===== config.mk =====
export PLATFORM = sky130hd
export DESIGN_NAME = traffic_light_ctrl_flat
export DESIGN_NICKNAME = d
export VERILOG_FILES = /design/src/rtl/traffic_light_pkg.sv /design/src/rtl/traffic_light_if.sv /design/src/rtl/traffic_phase_timer.sv /design/src/rtl/traffic_light_ctrl.sv /design/src/flat_wrapper.sv
export SDC_FILE = /design/constraint.sdc
export NUM_CORES = 1
export LEC_CHECK = 0
export ABC_AREA = 0
export BUFFER_PORTS_ARGS = -buffer_cell sky130_fd_sc_hd__buf_2
export CORE_UTILIZATION = 50
export CTS_CLUSTER_DIAMETER = 30
export DETAILED_ROUTE_END_ITERATION = 6
export GPL_TIMING_DRIVEN = 1
export PLACE_DENSITY = 0.74
export SYNTH_ARGS = -nofsm -noshare
export SYNTH_HDL_FRONTEND = slang
export SYNTH_HIERARCHICAL = 1
export SYNTH_SLANG_ARGS = --single-unit

===== constraint.sdc =====
create_clock -name clock -period 4.6 [get_ports clock]
set_clock_uncertainty 0.1 [all_clocks]
set_input_delay 0.46 -clock clock [delete_from_list [all_inputs] [get_ports clock]]
set_output_delay 0.46 -clock clock [all_outputs]
set_load 0.02 [all_outputs]

===== src/rtl/traffic_light_pkg.sv =====
// rtl/traffic_light_pkg.sv - shared state type and default timing for the traffic light controller
package traffic_light_pkg;

    typedef enum logic [1:0] {
        ALL_RED = 2'd0,
        GREEN   = 2'd1,
        AMBER   = 2'd2
    } tl_state_e;

    localparam int DEF_NUM_DIRS     = 2;
    localparam int DEF_CNT_W        = 16;
    localparam int DEF_GREEN_TICS   = 200;
    localparam int DEF_AMBER_TICS   = 30;
    localparam int DEF_ALLRED_TICS  = 5;
    localparam int DEF_PED_EXT_TICS = 50;

endpackage


===== src/rtl/traffic_light_if.sv =====
// rtl/traffic_light_if.sv - timebase, pedestrian and lamp signals of the traffic light controller
interface traffic_light_if #(
    parameter int NUM_DIRS = 2
) ();
    localparam int DIR_W = $clog2(NUM_DIRS);

    logic                tick_en;
    logic                hold;
    logic [NUM_DIRS-1:0] ped_req;
    logic [NUM_DIRS-1:0] red;
    logic [NUM_DIRS-1:0] amber;
    logic [NUM_DIRS-1:0] green;
    logic [NUM_DIRS-1:0] walk;
    logic [DIR_W-1:0]    active_dir;

    modport master (
        output tick_en, hold, ped_req,
        input  red, amber, green, walk, active_dir
    );

    modport slave (
        input  tick_en, hold, ped_req,
        output red, amber, green, walk, active_dir
    );
endinterface


===== src/rtl/traffic_phase_timer.sv =====
// rtl/traffic_phase_timer.sv - phase tick counter; done pulses on the tick that completes len_i ticks
module traffic_phase_timer #(
    parameter int CNT_W = 16
) (
    input  logic             clock,
    input  logic             tick_en_i,
    input  logic             hold_i,
    input  logic [CNT_W-1:0] len_i,
    input  logic             clear_i,
    output logic             done_o
);
    logic [CNT_W-1:0] cnt_q, cnt_d;
    logic             step;

    // hold wins over a simultaneous tick
    assign step   = tick_en_i && !hold_i;
    assign done_o = step && (cnt_q == len_i - CNT_W'(1));

    always_comb begin
        cnt_d = cnt_q;
        if (done_o) begin
            cnt_d = '0;
        end else if (step) begin
            cnt_d = cnt_q + CNT_W'(1);
        end
    end

    always_ff @(posedge clock) begin
        if (clear_i) begin
            cnt_q <= '0;
        end else begin
            cnt_q <= cnt_d;
        end
    end
endmodule


===== src/rtl/traffic_light_ctrl.sv =====
// rtl/traffic_light_ctrl.sv - round-robin traffic light FSM with registered lamps
// Optional pedestrian walk/extension enabled by defining TRAFFIC_LIGHT_PED_EN.
module traffic_light_ctrl
    import traffic_light_pkg::*;
#(
    parameter int NUM_DIRS     = DEF_NUM_DIRS,
    parameter int CNT_W        = DEF_CNT_W,
    parameter int GREEN_TICS   = DEF_GREEN_TICS,
    parameter int AMBER_TICS   = DEF_AMBER_TICS,
    parameter int ALLRED_TICS  = DEF_ALLRED_TICS,
    parameter int PED_EXT_TICS = DEF_PED_EXT_TICS
) (
    input  logic           clock,
    input  logic           reset,
    traffic_light_if.slave bus
);
    localparam int               DIR_W      = $clog2(NUM_DIRS);
    localparam logic [DIR_W-1:0] LAST_DIR   = DIR_W'(NUM_DIRS - 1);
    localparam logic [CNT_W-1:0] GREEN_LEN  = CNT_W'(GREEN_TICS);
    localparam logic [CNT_W-1:0] AMBER_LEN  = CNT_W'(AMBER_TICS);
    localparam logic [CNT_W-1:0] ALLRED_LEN = CNT_W'(ALLRED_TICS);

    tl_state_e           state_q, state_d;
    logic [DIR_W-1:0]    dir_q, dir_d;
    logic [NUM_DIRS-1:0] red_q, red_d;
    logic [NUM_DIRS-1:0] amber_q, amber_d;
    logic [NUM_DIRS-1:0] green_q, green_d;
    logic [CNT_W-1:0]    phase_len;
    logic                phase_done;

`ifdef TRAFFIC_LIGHT_PED_EN
    localparam logic [CNT_W-1:0] GREEN_PED_LEN = CNT_W'(GREEN_TICS + PED_EXT_TICS);

    logic [NUM_DIRS-1:0] walk_q, walk_d;
    logic [NUM_DIRS-1:0] latch_q, latch_d;
`else
    logic unused_ped;
    assign unused_ped = ^bus.ped_req;
`endif

    always_comb begin
        phase_len = ALLRED_LEN;
        case (state_q)
`ifdef TRAFFIC_LIGHT_PED_EN
            GREEN:   phase_len = (|walk_q) ? GREEN_PED_LEN : GREEN_LEN;
`else
            GREEN:   phase_len = GREEN_LEN;
`endif
            AMBER:   phase_len = AMBER_LEN;
            default: phase_len = ALLRED_LEN;
        endcase
    end

    traffic_phase_timer #(
        .CNT_W (CNT_W)
    ) u_timer (
        .clock     (clock),
        .tick_en_i (bus.tick_en),
        .hold_i    (bus.hold),
        .len_i     (phase_len),
        .clear_i   (reset),
        .done_o    (phase_done)
    );

    // Lamps are decoded from next state so they flip on the same edge as the state
    always_comb begin
        state_d = state_q;
        dir_d   = dir_q;
        if (phase_done) begin
            case (state_q)
                ALL_RED: begin
                    state_d = GREEN;
                    dir_d   = (dir_q == LAST_DIR) ? '0 : dir_q + DIR_W'(1);
                end
                GREEN:   state_d = AMBER;
                default: state_d = ALL_RED;
            endcase
        end

        red_d   = '1;
        amber_d = '0;
        green_d = '0;
        for (int d = 0; d < NUM_DIRS; d++) begin
            if (DIR_W'(d) == dir_d) begin
                if (state_d == GREEN) begin
                    red_d[d]   = 1'b0;
                    green_d[d] = 1'b1;
                end else if (state_d == AMBER) begin
                    red_d[d]   = 1'b0;
                    amber_d[d] = 1'b1;
                end
            end
        end
    end

`ifdef TRAFFIC_LIGHT_PED_EN
    // A request on the serving edge re-arms the latch for the next green
    always_comb begin
        latch_d = latch_q | bus.ped_req;
        walk_d  = (state_d == GREEN) ? walk_q : '0;
        if (phase_done && state_q == ALL_RED) begin
            for (int d = 0; d < NUM_DIRS; d++) begin
                if (DIR_W'(d) == dir_d && latch_q[d]) begin
                    walk_d[d]  = 1'b1;
                    latch_d[d] = bus.ped_req[d];
                end
            end
        end
    end

    always_ff @(posedge clock) begin
        if (reset) begin
            walk_q  <= '0;
            latch_q <= '0;
        end else begin
            walk_q  <= walk_d;
            latch_q <= latch_d;
        end
    end

    assign bus.walk = walk_q;
`else
    assign bus.walk = '0;
`endif

    always_ff @(posedge clock) begin
        if (reset) begin
            state_q <= ALL_RED;
            dir_q   <= LAST_DIR;
            red_q   <= '1;
            amber_q <= '0;
            green_q <= '0;
        end else begin
            state_q <= state_d;
            dir_q   <= dir_d;
            red_q   <= red_d;
            amber_q <= amber_d;
            green_q <= green_d;
        end
    end

    assign bus.red        = red_q;
    assign bus.amber      = amber_q;
    assign bus.green      = green_q;
    assign bus.active_dir = dir_q;
endmodule


===== src/flat_wrapper.sv =====
// flat-port wrapper written by rule: the top's interface ports become plain ports
module traffic_light_ctrl_flat import traffic_light_pkg::*;
#(
    parameter int NUM_DIRS     = DEF_NUM_DIRS,
    parameter int CNT_W        = DEF_CNT_W,
    parameter int GREEN_TICS   = DEF_GREEN_TICS,
    parameter int AMBER_TICS   = DEF_AMBER_TICS,
    parameter int ALLRED_TICS  = DEF_ALLRED_TICS,
    parameter int PED_EXT_TICS = DEF_PED_EXT_TICS
)
  (clock, reset, bus_tick_en, bus_hold, bus_ped_req, bus_red, bus_amber, bus_green, bus_walk, bus_active_dir);
  traffic_light_if #(.NUM_DIRS(NUM_DIRS)) bus_i ();
  input  logic clock;
  input  logic reset;
  input wire logic [$bits(bus_i.tick_en)-1:0] bus_tick_en;
  input wire logic [$bits(bus_i.hold)-1:0] bus_hold;
  input wire logic [$bits(bus_i.ped_req)-1:0] bus_ped_req;
  output wire logic [$bits(bus_i.red)-1:0] bus_red;
  output wire logic [$bits(bus_i.amber)-1:0] bus_amber;
  output wire logic [$bits(bus_i.green)-1:0] bus_green;
  output wire logic [$bits(bus_i.walk)-1:0] bus_walk;
  output wire logic [$bits(bus_i.active_dir)-1:0] bus_active_dir;
  assign bus_i.tick_en = bus_tick_en;
  assign bus_i.hold = bus_hold;
  assign bus_i.ped_req = bus_ped_req;
  assign bus_red = bus_i.red;
  assign bus_amber = bus_i.amber;
  assign bus_green = bus_i.green;
  assign bus_walk = bus_i.walk;
  assign bus_active_dir = bus_i.active_dir;
  traffic_light_ctrl #(.NUM_DIRS(NUM_DIRS), .CNT_W(CNT_W), .GREEN_TICS(GREEN_TICS), .AMBER_TICS(AMBER_TICS), .ALLRED_TICS(ALLRED_TICS), .PED_EXT_TICS(PED_EXT_TICS)) u_core (.clock(clock), .reset(reset), .bus(bus_i));
endmodule

-- Word level (Yosys, flattened, before mapping)
Cells that the tools add are included.
- register bits: 25
- bits of input ports: 6
- output and inout bits: 9
- word-level logic and storage cells: 36
- add/subtract/negate cells: 3
- equal/unequal tests: 5
- multiplexer cells: 11
- bitwise gates (word level): 1
- reductions and logical operators: 7
- operators by type and width (cell ; count):
    $add 16x1->16 const B ; 1
    $eq 16x16->1 ; 1
    $pmux 8 s2 ; 1
    $sub 16x1->16 const B ; 1
    $mux 1 ; 8
    $reduce_or 2->1 ; 3
    $eq 2x1->1 const B ; 2
    $eq 2x2->1 const B ; 2
    $pmux 2 s2 ; 1
    $logic_and 1x1->1 ; 2
    $logic_not 2->1 ; 1
    $mux 2 ; 1
    $add 1x1->1 const B ; 1
    $logic_not 1->1 ; 1
    $not 1->1 ; 1

-- Longest topological paths before layout
- word-level depth: 9
- mapped depth: 17
- gate-level depth less buffers: 16

-- Hierarchy
Netlist, hierarchy kept.
- modules (own cells, without submodules) (module ; times used ; cells an instance ; area each (um2)):
    traffic_phase_timer ; 1 ; 177 ; 1396.3
    traffic_light_ctrl ; 1 ; 42 ; 415.4

-- Least setup slack after synthesis
No wires, ideal clock.
- kind: reg2reg
- start point: register u_core.state_q[0]
- end point: register u_core.red_q[1] (netlist: u_core/bus.red[1])
- data arrival time: 4.004 ns
- required time: 4.376 ns
- setup slack: 0.372 ns
- stages on the path, launching flop included: 17
- path buffers: 1
- period minus slack after synthesis: 4.228 ns
- cells stage by stage: dfxtp_1 -> inv_1 -> ha_1 -> inv_1 -> inv_1 -> ha_1 -> clkbuf_1 -> or4b_1 -> or4_1 -> o21ai_0 -> nand2_1 -> nor4_1 -> mux2i_1 -> inv_1 -> ha_1 -> nor2_1 -> o21ai_0
- longest elaborated chain between the ends: 9
- RTL lines (item ; RTL line ; RTL):
    start, declared ; traffic_light_ctrl.sv:23 ; tl_state_e state_q, state_d;
    start signal, assigned ; traffic_light_ctrl.sv:134 ; state_q <= state_d;
    $eq 2x2->1 or $eq 2x1->1 (tied branches) ; traffic_light_ctrl.sv:43 ; case (state_q)
    $pmux 8 s2 (*) ; traffic_light_ctrl.sv:43 ;
    net u_core.phase_len[3] ; traffic_light_ctrl.sv:28 ; logic [CNT_W-1:0] phase_len;
    $sub 16x1->16 (*) ; traffic_phase_timer.sv:17 ; assign done_o = step && (cnt_q == len_i - CNT_W'(1));
    $eq 16x16->1 (*) ; traffic_phase_timer.sv:17 ;
    $logic_and 1x1->1 (*) ; traffic_phase_timer.sv:17 ;
    net u_core.phase_done ; traffic_light_ctrl.sv:29 ; logic phase_done;
    $mux 2 (*) ; traffic_light_ctrl.sv:69 ; if (phase_done) begin
    net u_core.state_d[1] ; traffic_light_ctrl.sv:23 ;
    $eq 2x2->1 ; traffic_light_ctrl.sv:88 ; end else if (state_d == AMBER) begin
    $mux 1 ; traffic_light_ctrl.sv:88 ;
    $mux 1 (*) ; traffic_light_ctrl.sv:85 ; if (state_d == GREEN) begin
    end signal, assigned ; traffic_light_ctrl.sv:136 ; red_q <= red_d;
    end, declared ; traffic_light_ctrl.sv:25 ; logic [NUM_DIRS-1:0] red_q, red_d;
Mark *: on every way through the listed nets, which the timed path passes. The rest lies on a longest branch.
A chain may end at the register's enable or synchronous reset.

-- Worst setup path after layout
Same ends and word-level chain as after synthesis.

==> qor.csv <==
metric;value;unit
synthesis.area;1810;um^2
num_vias;1539;
synth-seq-cells;25;
power.total;346;uW
drv_slew;0;
drt-wirelength-per-cell;10.4;um
met1Wirelength;1.63;mm
tightest_slew;567;ps
grt_max_degree;23;
cp-end-kind;flop;
fin_crit_sh;88.2;%
row_count;21;
cts_tree;done;
criticalPathCategory;flop to flop;
drt-initial-drc-count;48;
synth_cells;219;
cp_cell_sequence;inv_1, ha_1, inv_1, ha_1, or4b_1, or4_1, o21ai_0, nand2_1, nor4_1, buf_4, mux2i_1, inv_1, ha_1, nor2_1, o21ai_0;
cpPeakStageDelay;480;ps
hold_path.class;input port to flop;
ctsHoldBuffers;0;
path_clk_slew;130;ps
cts-root-buf;clkbuf_4;
worst_ep_required_time;4710;ps
clock_sinks;25;
ys_dominant_reg_cell;dfxtp_1;
first_pass_iters;4;
initial_core_util;53.0;%
whs;429;ps
die_h;62.2;um
synth_area_per_cell;8.27;um^2
period_needed;4060;ps
worstPathArrival;4170;ps
design.core.area;3420;um^2
irDropWorstVdd;120;uV
outcome;finished, final reports clean;
drv_cap;0;
grt-ovfl-total;0;
gp_routability_congestion;0.767;
finalSetupViolCount;0;
die_w;62.2;um
cts_inserted_buffers;3;
crit_slowest_cell;or4b_1;
ys_seq_area_share;27.6;%
clk_latency;310;ps
tns;0;ps
synth_area_leaders;dfxtp_1, xnor2_1, xor2_1, nor3_1, ha_1;
fin_area;2040;um^2
vias_per_cell;5.01;
dpl_cell_area;2010;um^2
highest_layer;met4;
cts_setup_buffers;0;
pre_cts_ws;558;ps
power_density;169;nW/um^2
antenna_found_initial;0;
ant_nets;0;
layout-drive-gt1-share;9.58;%
grt_pass1_wl;5.69;mm
crit_path_start_kind;flop;
n_antenna_cell;0;
hold_viol;0;
slew_headroom;62.1;%
rsz0062_at_grt;false;
power_leakage;0.000799;uW
wl;3.20;mm
portBuffers;10;
hpwl;2.49;mm
fin_ws;543;ps
fmax;0.246;GHz
synth.distinct_cells;50;
htree_levels;1;
cts-resized-gates;0;
synth-edff-count;0;
drc;0;
dr_wl_met3;56;um
die-area;3870;um^2
area_growth;12.8;%
grt_pass1_vias;1343;
num-nets-final;276;
yosys.area.top_type;dfxtp_1;
clk_path_buf_depth;2;
synth-async-reset-ratio;0;%
worstPathMaxFanout;16;
wl_met2;1.45;mm
ys_warn_count;6;
synth_top_area_share;27.6;%
grtUsageTotal;18.2;%
ios;15;
==> per-layer routing <==
layer / vias to the layer above / global-route usage, %
met5: - / 0
met4: 0 / 8.72
met3: 6 / 1.84
met2: 15 / 29.9
met1: 702 / 23.7
li1: 816 / -
==> logic make-up after synthesis <==
group                    count (synthesis)  share of synthesized area (%)
AO/OA/AOI/OAI                           21                           9.05
other                                    1                          0.207
flip-flops                              25                           27.6
XOR/XNOR                                33                           16.0
buffers and inverters                   24                           6.22
adder cells (fa/ha/maj)                  8                           5.53
multiplexers                             4                           2.21
AND/OR/NAND/NOR                        103                           33.2
==> worst max-delay path, delay by kind of cell (launching register included) <==
| family | cells | cell delay, ps |
|---|---|---|
| mux | 1 | 290 |
| flops | 1 | 400 |
| compound gates | 2 | 330 |
| fa+ha+maj | 3 | 990 |
| simple gates | 5 | 1360 |
| buf+inv | 4 | 480 |
==> cell type report <==
type                       count  area (um^2)
clock buffer                   3         22.5
sequential                    25          500
inverter                      10         37.5
clock inverter                 1         7.51
tap                           46         57.6
fill                         334         1370
multi-input combinational    209         1350
timing repair buffer          13         72.6
==> flip-flops by register name, indices dropped and copies added, names as in the netlist <==
register               cells
u_core/u_timer/cnt_q      16
u_core/state_q             2
u_core/bus.active_dir      1
u_core/bus.green           2
u_core/bus.red             2
u_core/bus.amber           2
==> path summary, 6_finish.rpt <==
path / slack [ps] / cells after the start / end / start
setup reg to reg: 540 / 15 / u_core/bus.red[1] / u_core/state_q[0]
setup / recovery: 540 / 15 / u_core/bus.red[1] / u_core/state_q[0]
hold / removal: 430 / 2 / u_core/state_q[0] / reset
hold reg to reg: 490 / 2 / u_core/u_timer/cnt_q[13] / u_core/u_timer/cnt_q[13]
==> cells in the final DEF, fill, tap and decap left out, types with 2 or more instances in the layout <==
| cell type | netlist | final |
|---|---|---|
| nor4_1 | 4 | 4 |
| xor2_1 | 15 | 15 |
| conb_1 | 1 | 40 |
| buf_2 | 0 | 10 |
| o211ai_1 | 2 | 2 |
| xnor2_1 | 18 | 18 |
| inv_1 | 10 | 10 |
| buf_4 | 2 | 3 |
| or2_2 | 3 | 3 |
| nor2_1 | 12 | 12 |
| a21oi_1 | 2 | 2 |
| nand3_1 | 9 | 9 |
| or4b_1 | 2 | 2 |
| ha_1 | 8 | 8 |
| and3_1 | 4 | 4 |
| o21ai_0 | 3 | 3 |
| nor3_1 | 23 | 23 |
| mux2i_1 | 4 | 4 |
| dfxtp_1 | 25 | 25 |
| clkbuf_4 | 0 | 3 |
| or3_1 | 4 | 4 |
| a31oi_1 | 2 | 2 |
| nand2_1 | 12 | 12 |
| nor3b_1 | 3 | 3 |
| nand4_1 | 3 | 3 |
| or4_1 | 6 | 6 |
| nor2b_1 | 5 | 5 |
| nand2b_1 | 4 | 4 |
==> power breakdown <==
part	total [uW]	internal (uW)	switching, uW
clock network	96.7	33.2	63.6
logic	30.2	11.5	18.7
registers	219	218	1.55
==> cell usage after synthesis, types with 4 or more instances <==
library cell and n:
nand3_1 9, or4_1 6, inv_1 10, nor3_1 23, and3_1 4, nor2b_1 5, nor4_1 4, xor2_1 15
or3_1 4, clkbuf_1 9, mux2i_1 4, nand2_1 12, ha_1 8, nor2_1 12, nand2b_1 4, xnor2_1 18
dfxtp_1 25
==> through the flow <==
step	instances	utilization, %
2_1_floorplan	258	-
3_3_place_gp	303	58.9
3_5_place_dp	303	58.9
4_1_cts	307	59.8
5_1_grt	307	59.8
6_report	307	59.8
No activity file was read; power rests on OpenSTA's default activity.
